[src/rtl/fetch_unit_pkg.sv]
// Shared fetch/controller definitions: data and address widths, IR field layout,
// opcode encodings and the read FSM state type.
package fetch_unit_pkg;

  localparam int DATA_W  = 8;
  localparam int ADDR_W  = 5;
  localparam int OPC_W   = 3;
  localparam int OPC_LSB = 5;
  localparam int OPC_MSB = OPC_LSB + OPC_W - 1;

  typedef logic [DATA_W-1:0] data_t;
  typedef logic [ADDR_W-1:0] addr_t;
  typedef logic [OPC_W-1:0]  opc_t;

  // Opcode encodings decoded by the controller from ir[7:5].
  typedef enum logic [OPC_W-1:0] {
    OP_HLT = 3'd0,
    OP_LDA = 3'd1,
    OP_STA = 3'd2,
    OP_ADD = 3'd3,
    OP_SUB = 3'd4,
    OP_JMP = 3'd5,
    OP_JZ  = 3'd6,
    OP_NOP = 3'd7
  } opcode_e;

  typedef enum logic [1:0] {
    RD_IDLE = 2'd0,
    RD_WAIT = 2'd1,
    RD_HOLD = 2'd2
  } rd_state_e;

  function automatic opc_t ir_opcode(input data_t ir);
    return ir[OPC_MSB:OPC_LSB];
  endfunction

  function automatic addr_t ir_operand(input data_t ir);
    return ir[ADDR_W-1:0];
  endfunction

endpackage

[src/rtl/fetch_mem_if.sv]
// Memory read handshake: IDLE/WAIT/HOLD FSM with an ack timeout counter and a
// read buffer that holds the returned byte until the controller releases rd.
module fetch_mem_if
  import fetch_unit_pkg::*;
#(
  parameter int unsigned ACK_TIMEOUT = 15
) (
  input  logic  clk,
  input  logic  rst,
  input  logic  rd,
  input  logic  halted,
  input  logic  mem_ack,
  input  data_t mem_data,
  output logic  mem_req,
  output logic  stall,
  output data_t rbuf,
  output logic  rbuf_valid,
  output logic  ack_err
);

  localparam int CNT_W = (ACK_TIMEOUT < 2) ? 1 : $clog2(ACK_TIMEOUT + 1);
  localparam logic [CNT_W-1:0] CNT_LAST = CNT_W'(ACK_TIMEOUT - 1);

  rd_state_e        state_q, state_d;
  logic             mem_req_q, mem_req_d;
  logic [CNT_W-1:0] cnt_q, cnt_d;
  data_t            rbuf_q, rbuf_d;
  logic             rbuf_valid_q, rbuf_valid_d;
  logic             ack_err_q, ack_err_d;

  always_comb begin
    state_d      = state_q;
    mem_req_d    = mem_req_q;
    cnt_d        = cnt_q;
    rbuf_d       = rbuf_q;
    rbuf_valid_d = rbuf_valid_q;
    ack_err_d    = ack_err_q;
    case (state_q)
      RD_IDLE: begin
        if (rd && !halted) begin
          state_d   = RD_WAIT;
          mem_req_d = 1'b1;
          cnt_d     = '0;
        end
      end
      RD_WAIT: begin
        // An ack arriving on the last allowed cycle still wins over the timeout.
        if (mem_ack) begin
          rbuf_d       = mem_data;
          rbuf_valid_d = 1'b1;
          mem_req_d    = 1'b0;
          state_d      = RD_HOLD;
        end else if (cnt_q == CNT_LAST) begin
          ack_err_d = 1'b1;
          mem_req_d = 1'b0;
          state_d   = RD_HOLD;
        end else begin
          cnt_d = cnt_q + CNT_W'(1);
        end
      end
      RD_HOLD: begin
        if (!rd) begin
          state_d      = RD_IDLE;
          rbuf_valid_d = 1'b0;
        end
      end
      default: state_d = RD_IDLE;
    endcase
  end

  always_ff @(posedge clk or posedge rst) begin
    if (rst) begin
      state_q      <= RD_IDLE;
      mem_req_q    <= 1'b0;
      cnt_q        <= '0;
      rbuf_q       <= '0;
      rbuf_valid_q <= 1'b0;
      ack_err_q    <= 1'b0;
    end else begin
      state_q      <= state_d;
      mem_req_q    <= mem_req_d;
      cnt_q        <= cnt_d;
      rbuf_q       <= rbuf_d;
      rbuf_valid_q <= rbuf_valid_d;
      ack_err_q    <= ack_err_d;
    end
  end

  // Stall rises in the same cycle rd is raised so the controller freezes at once.
  assign stall      = (state_q == RD_WAIT) | ((state_q == RD_IDLE) & rd & !halted);
  assign mem_req    = mem_req_q;
  assign rbuf       = rbuf_q;
  assign rbuf_valid = rbuf_valid_q;
  assign ack_err    = ack_err_q;

endmodule

[src/rtl/fetch_unit.sv]
// Instruction fetch: PC, IR, address mux and halt status around the memory read FSM.
// Build option FETCH_WRAP_HALT_EN: an inc_pc that wraps PC 31 -> 0 also halts.
module fetch_unit
  import fetch_unit_pkg::*;
#(
  parameter int unsigned ACK_TIMEOUT = 15
) (
  input  logic              clk,
  input  logic              rst,
  input  logic              sel,
  input  logic              rd,
  input  logic              ld_ir,
  input  logic              inc_pc,
  input  logic              ld_pc,
  input  logic              halt_in,
  input  logic [DATA_W-1:0] mem_data,
  input  logic              mem_ack,
  output logic [ADDR_W-1:0] mem_addr,
  output logic              mem_req,
  output logic [OPC_W-1:0]  opcode,
  output logic [ADDR_W-1:0] ir_addr,
  output logic [ADDR_W-1:0] pc,
  output logic              stall,
  output logic              halted,
  output logic              ack_err
);

  addr_t pc_q, pc_d;
  data_t ir_q, ir_d;
  logic  halted_q, halted_d;
  data_t rbuf;
  logic  rbuf_valid;

  fetch_mem_if #(
    .ACK_TIMEOUT(ACK_TIMEOUT)
  ) u_mem_if (
    .clk       (clk),
    .rst       (rst),
    .rd        (rd),
    .halted    (halted_q),
    .mem_ack   (mem_ack),
    .mem_data  (mem_data),
    .mem_req   (mem_req),
    .stall     (stall),
    .rbuf      (rbuf),
    .rbuf_valid(rbuf_valid),
    .ack_err   (ack_err)
  );

  always_comb begin
    pc_d     = pc_q;
    ir_d     = ir_q;
    halted_d = halted_q;
    // Halt and stall freeze all architectural updates; halt_in still lets this
    // cycle's PC update land before halted takes effect.
    if (!halted_q && !stall) begin
      if (ld_ir && rbuf_valid) begin
        ir_d = rbuf;
      end
      if (ld_pc) begin
        pc_d = ir_operand(ir_q);
      end else if (inc_pc) begin
        pc_d = pc_q + ADDR_W'(1);
`ifdef FETCH_WRAP_HALT_EN
        if (pc_q == '1) begin
          halted_d = 1'b1;
        end
`endif
      end
      if (halt_in) begin
        halted_d = 1'b1;
      end
    end
  end

  always_ff @(posedge clk or posedge rst) begin
    if (rst) begin
      pc_q     <= '0;
      ir_q     <= '0;
      halted_q <= 1'b0;
    end else begin
      pc_q     <= pc_d;
      ir_q     <= ir_d;
      halted_q <= halted_d;
    end
  end

  assign mem_addr = sel ? pc_q : ir_operand(ir_q);
  assign opcode   = ir_opcode(ir_q);
  assign ir_addr  = ir_operand(ir_q);
  assign pc       = pc_q;
  assign halted   = halted_q;

endmodule

[config.mk]
export PLATFORM = sky130hd
export DESIGN_NAME = fetch_unit
export DESIGN_NICKNAME = d
export VERILOG_FILES = /design/src/rtl/fetch_unit_pkg.sv /design/src/rtl/fetch_mem_if.sv /design/src/rtl/fetch_unit.sv
export SDC_FILE = /design/constraint.sdc
export NUM_CORES = 1
export LEC_CHECK = 0
export ABC_AREA = 1
export CAP_MARGIN = 20
export CORE_MARGIN = 4
export CORE_UTILIZATION = 30
export CTS_CLUSTER_SIZE = 28
export DETAILED_ROUTE_END_ITERATION = 12
export PLACE_DENSITY_LB_ADDON = 0.1
export SLEW_MARGIN = 10
export SYNTH_ARGS = -nofsm -noshare
export SYNTH_HDL_FRONTEND = slang
export SYNTH_SLANG_ARGS = --single-unit
[constraint.sdc]
create_clock -name clk -period 1.9 [get_ports clk]
set_clock_uncertainty 0.15 [all_clocks]
set_input_delay 0.57 -clock clk [delete_from_list [all_inputs] [get_ports clk]]
set_output_delay 0.57 -clock clk [all_outputs]
set_load 0.01 [all_outputs]
### Yosys cells after proc, flatten, opt, wreduce, memory -nomap -nowiden

Cells that the tools add are included.

| cells by class | value |
|---|---|
| $add $sub $neg | 2 |
| eq/ne operators | 9 |
| bitwise logic cells | 4 |
| muxes and demuxes | 19 |
| reduce and logical (&&, ||, !) cells | 18 |

Operators by type and width:

| cell | count |
|---|---|
| 5-bit two-way mux | 3 |
| 4-bit two-way mux | 3 |
| 3-bit AND reduction | 4 |
| 2-bit two-way mux | 4 |
| 2-bit inequality test (second input constant) | 4 |
| 4-bit case mux with 2 select lines | 1 |
| 2-bit AND reduction | 4 |
| 2-bit case mux with 3 select lines | 1 |
| 2-bit nonzero test | 3 |
| 5-bit by 1-bit adder with 5-bit output (second input constant) | 1 |
| 1-bit two-way mux | 5 |
| 4-bit by 1-bit adder with 4-bit output (second input constant) | 1 |
| 4-bit equality test (second input constant) | 1 |
| 1-bit case mux with 2 select lines | 2 |
| 4-bit AND reduction | 1 |
| 1-bit logical AND | 3 |
| 3-bit by 2-bit inequality test with 1-bit output (second input constant) | 1 |
| 1-bit bitwise AND | 2 |
| 2-bit by 1-bit equality test with 1-bit output (second input constant) | 1 |
| 2-bit equality test (second input constant) | 1 |
| 1-bit logical NOT | 2 |
| 2-bit logical NOT | 1 |
| 2-bit by 1-bit inequality test with 1-bit output (second input constant) | 1 |
| 1-bit NOT | 1 |
| 1-bit bitwise OR | 1 |

| word-level totals | value |
|---|---|
| bits in registers | 31 |
| word-level logic and storage cells | 61 |

### Logic depth before layout (Yosys ltp)

| depth | value |
|---|---|
| depth in word-level cells | 7 |
| depth in mapped cells | 8 |

### Hierarchy

From an unflattened synthesis, not the netlist that was laid out.

| unflattened totals | value |
|---|---|
| cell total of the unflattened synthesis | 195 |
| area total of the unflattened synthesis | 1591.5 µm² |

Modules (own cells, without submodules):

| module | cells each | area each (µm²) | instances | seq. area each (µm²) |
|---|---|---|---|---|
| fetch_mem_if | 95 | 813.3 | 1 | 425.4 |
| fetch_unit | 100 | 778.2 | 1 | 350.3 |

### Worst setup path before layout

OpenSTA, ideal clock, no wires.

| timing | value |
|---|---|
| path type | input to output |
| start | in sel |
| end | out mem_addr[0] |
| cell stages on the path | 2 |
| setup slack | -4 ps |
| data arrival time | 1184 ps |
| path buffers | 1 |
| cell sequence | clkbuf_1 -> mux2_2 |

| between the ends | value |
|---|---|
| longest elaborated chain between the ends | 1 |

Ends and longest elaborated chain:

| element | RTL line | RTL |
|---|---|---|
| from (decl) | fetch_unit.sv:10 | `input logic sel,` |
| 5-bit two-way mux | fetch_unit.sv:88 | `assign mem_addr = sel ? pc_q : ir_operand(ir_q);` |
| to (decl) | fetch_unit.sv:18 | `output logic [ADDR_W-1:0] mem_addr,` |

Every way passes these cells.

### Final worst setup path

| timing | value |
|---|---|
| start | in rd |
| end | out stall |

| between the ends | value |
|---|---|
| longest elaborated chain between the ends | 3 |

Ends and longest elaborated chain:

| element | RTL line | RTL |
|---|---|---|
| from (decl) | fetch_unit.sv:11 | `input logic rd,` |
| 1-bit bitwise AND (2 in a row) | fetch_mem_if.sv:90 | `assign stall = (state_q == RD_WAIT) \| ((state_q == RD_IDLE) & rd & !halted);` |
| 1-bit bitwise OR | fetch_mem_if.sv:90 |  |
| to (decl) | fetch_unit.sv:23 | `output logic stall,` |

Every way passes these cells.

==> flow_metrics.py <==
metrics = {
    "cells_and_area": {
        "syn_to_final_growth_pct": 45.1,
        "finalNetCount": 257,
        "mostFrequentLayoutCell": "nand2_1",
        "final_layout_size_suffix_gt1_share_pct": 23.3,
        "antennaDiodeCount": 0,
        "final_cell_mix": "nand2_1 (40), dfrtp_1 (31), buf_4 (22)",
        "fillers": 481,
    },
    "outcome": {
        "status": "complete, no violations",
    },
    "route": {
        "drtIter0Drc": 40,
        "wire_per_inst_um": 11.1,
        "drc": 0,
        "top_layer": "met4",
        "vias_per_cell": 4.32,
        "ant_nets": 0,
        "routed-wl-met3_um": 185,
        "firstDrtPassIters": 4,
        "wl_met2_um": 1610,
        "vias": 1309,
        "wirelength_um": 3360,
        "drt-met1-wl_um": 1520,
    },
    "worst_hold_path": {
        "hp-start": "u_mem_if.ack_err",
        "hold_depth": 2,
        "min_to": "u_mem_if.ack_err",
        "hp-class": "reg -> reg",
    },
    "setup_path": {
        "r2r_cells": 7,
        "required_ps": 1180,
        "r2r-end": "pc[2]",
        "crit_fanout": 2,
        "r2r_start": "pc[0]",
        "endpoint_kind": "primary output",
        "critPathKind": "in -> out",
        "r2r_slack_ps": 320,
        "cp-start-kind": "input port",
        "arrival_ps": 1170,
    },
    "power": {
        "powerDensity_mw_per_mm2": 545,
        "p_leak_uw": 0.00120,
        "comb_power_share_pct": 6.2,
        "swShare_pct": 20.5,
        "vdd_drop_max_v": 0.000260,
        "intPower_uw": 945,
        "pwr-share-seq_pct": 55.5,
        "p_sw_uw": 244,
        "clkPwrFrac_pct": 38.3,
    },
    "sta": {
        "hold_viol_final": 0,
        "fin_hold_ws_ps": 307,
        "clock.fmax_ghz": 0.530,
        "period_minus_slack_ps": 1890,
        "finalSetupViolations": 0,
        "tns_ps": 0,
        "relSlewSlack_pct": 83.6,
        "worst_pin_slew_ps": 246,
        "post-route-period-util_pct": 99.4,
        "slew_viol_final": 0,
    },
    "synthesis": {
        "syn_avg_cell_area_um2": 8.64,
        "synth_area_mm2": 0.00150,
        "synth_xor_xnor_area_share_pct": 0.583,
        "synth_simple_gate_area_share_pct": 23.7,
        "yosys.area_share.adder_pct": 2.50,
        "synth_cell_types": 25,
        "synth.mux.area_fraction_pct": 0.749,
        "yosysSeqAreaShare_pct": 51.6,
        "ys_async_sr_fraction_pct": 100,
        "synth-seq-cells": 31,
        "synth-compound-area-share_pct": 13.4,
        "synth_edf_count": 0,
        "synth_flop_cell": "dfrtp_1",
        "syn_nets": 194,
        "ys_warn_count": 0,
        "synth_top_family_by_area": "simple AND/OR/NAND/NOR gates",
        "netlist_instances": 174,
    },
    "clock_tree": {
        "clk_pin_slew_ps": 60,
        "cts_hold_buf": 0,
        "cts_tree": "done",
        "cts_root_buf": "clkbuf_8",
        "clk_latency_ps": 270,
        "cts_buffers": 5,
        "cts_sinks": 31,
        "clockBufferDepth": 2,
        "h-tree-depth": 2,
    },
    "floorplan": {
        "core_area_mm2": 0.00479,
        "start_util_pct": 31.4,
        "fp-row-count": 25,
        "die_area_mm2": 0.00621,
        "io_pins": 39,
        "die_height_um": 78.8,
        "die_x_um": 78.8,
    },
    "place": {
        "gp_congestion": 0.891,
        "dp_hpwl_um": 2490,
        "port_buffers": 38,
    },
    "grt": {
        "grt_pass1_vias": 1261,
        "grt_max_degree": 32,
        "grt_pass1_wl_um": 5650,
        "track_usage_pct": 11.5,
        "antenna_found_initial": 0,
        "overflow": 0,
    },
    "flow_run": {
        "drv_cap": 0,
    },
}
## cell usage after synthesis, types with 2 or more instances
library cell   n  area share (%)
nand4_1        2            0.83
nand2_1       41              10
nand3_1       12             4.0
o21ai_2        8             4.7
clkbuf_1       2            0.50
inv_2          2            0.50
nand3_2        2             1.3
nand2_2        2            0.83
o21ai_0       10             3.3
nor2_1        15             3.7
o31ai_1        2             1.0
ha_1           3             2.5
dfrtp_1       31              52
inv_1         20             5.0
a21oi_1       12             4.0
## worst max-delay path, cell delays in order
cell and delay (ps):
dlygate4sd2_1 260, nand2_2 70, nand2_2 60, nand2_4 70, inv_4 30, buf_6 110
## metal layers
layer | vias to the layer above | track usage [%]
met3 | 5 | 3.40
met4 | 0 | 4.72
met2 | 33 | 18.6
met1 | 584 | 14.4
li1 | 687 | -
met5 | - | 0
## per-stage QoR
| stage | utilization [%] | setup WS (ps) | instance area (µm²) | std cells | power (µW) |
|---|---|---|---|---|---|
| after floorplan | - | 88.7 | 1500 | 174 | 694 |
| after global placement | 44.5 | -781 | 2130 | 296 | 749 |
| after detailed placement | 44.5 | -803 | 2130 | 296 | 750 |
| after CTS | 45.3 | 3.56 | 2170 | 303 | 1220 |
| after global routing | 45.6 | -17.9 | 2180 | 303 | 1250 |
| final | 45.6 | 11.5 | 2180 | 303 | 1190 |
## timing repair
action | CTS | global route
gates resized for setup | 42 | 5
endpoints found under the hold margin | 0 | 0
endpoints found under the setup margin | 19 | 4
pin swaps | 0 | 0
setup buffers | 1 | 1
## final cells by class
type	instances	area (µm²)	area share (%)
Sequential cell	31	776	35.6
Multi-Input combinational cell	116	618	28.3
Timing Repair Buffer	61	546	25.0
Inverter	22	85.1	3.90
Tap cell	67	83.8	3.84
Clock buffer	6	72.6	3.33
## worst max path at each step
| stage | from | end | slack (ps) |
|---|---|---|---|
| after floorplan | sel | mem_addr[0] | 90 |
| after global placement | sel | mem_addr[0] | -780 |
| after detailed placement | sel | mem_addr[3] | -800 |
| after CTS | ir_q[5] | opcode[0] | 4 |
| after global routing | rd | stall | -20 |
| final | rd | stall | 10 |
## registers in the layout (all words and copies together), names as in the netlist
signal,cells
halted,1
pc,5
u_mem_if.cnt_q,4
u_mem_if.mem_req,1
ir_q,8
u_mem_if.rbuf,8
u_mem_if.ack_err,1
u_mem_if.rbuf_valid,1
u_mem_if.state_q,2
## cells by family after synthesis
| logic type | count (synthesis) |
|---|---|
| AOI/OAI and AO/OA | 33 |
| xor gates and xnor gates | 1 |
| adders and majority gates | 3 |
| buffers and inverters | 27 |
| DFF | 31 |
| muxes | 1 |
| and+or+nand+nor | 78 |
## power groups by stage
stage               clock network, µW  logic [µW]  registers [µW]
floorplan                           0        22.2             672
detailed placement                  0        77.5             672
global route                      505        80.9             660
CTS                               485        74.6             660
global placement                    0        76.4             672
finish                            456        73.1             660
No activity file was read; power rests on OpenSTA's default activity.
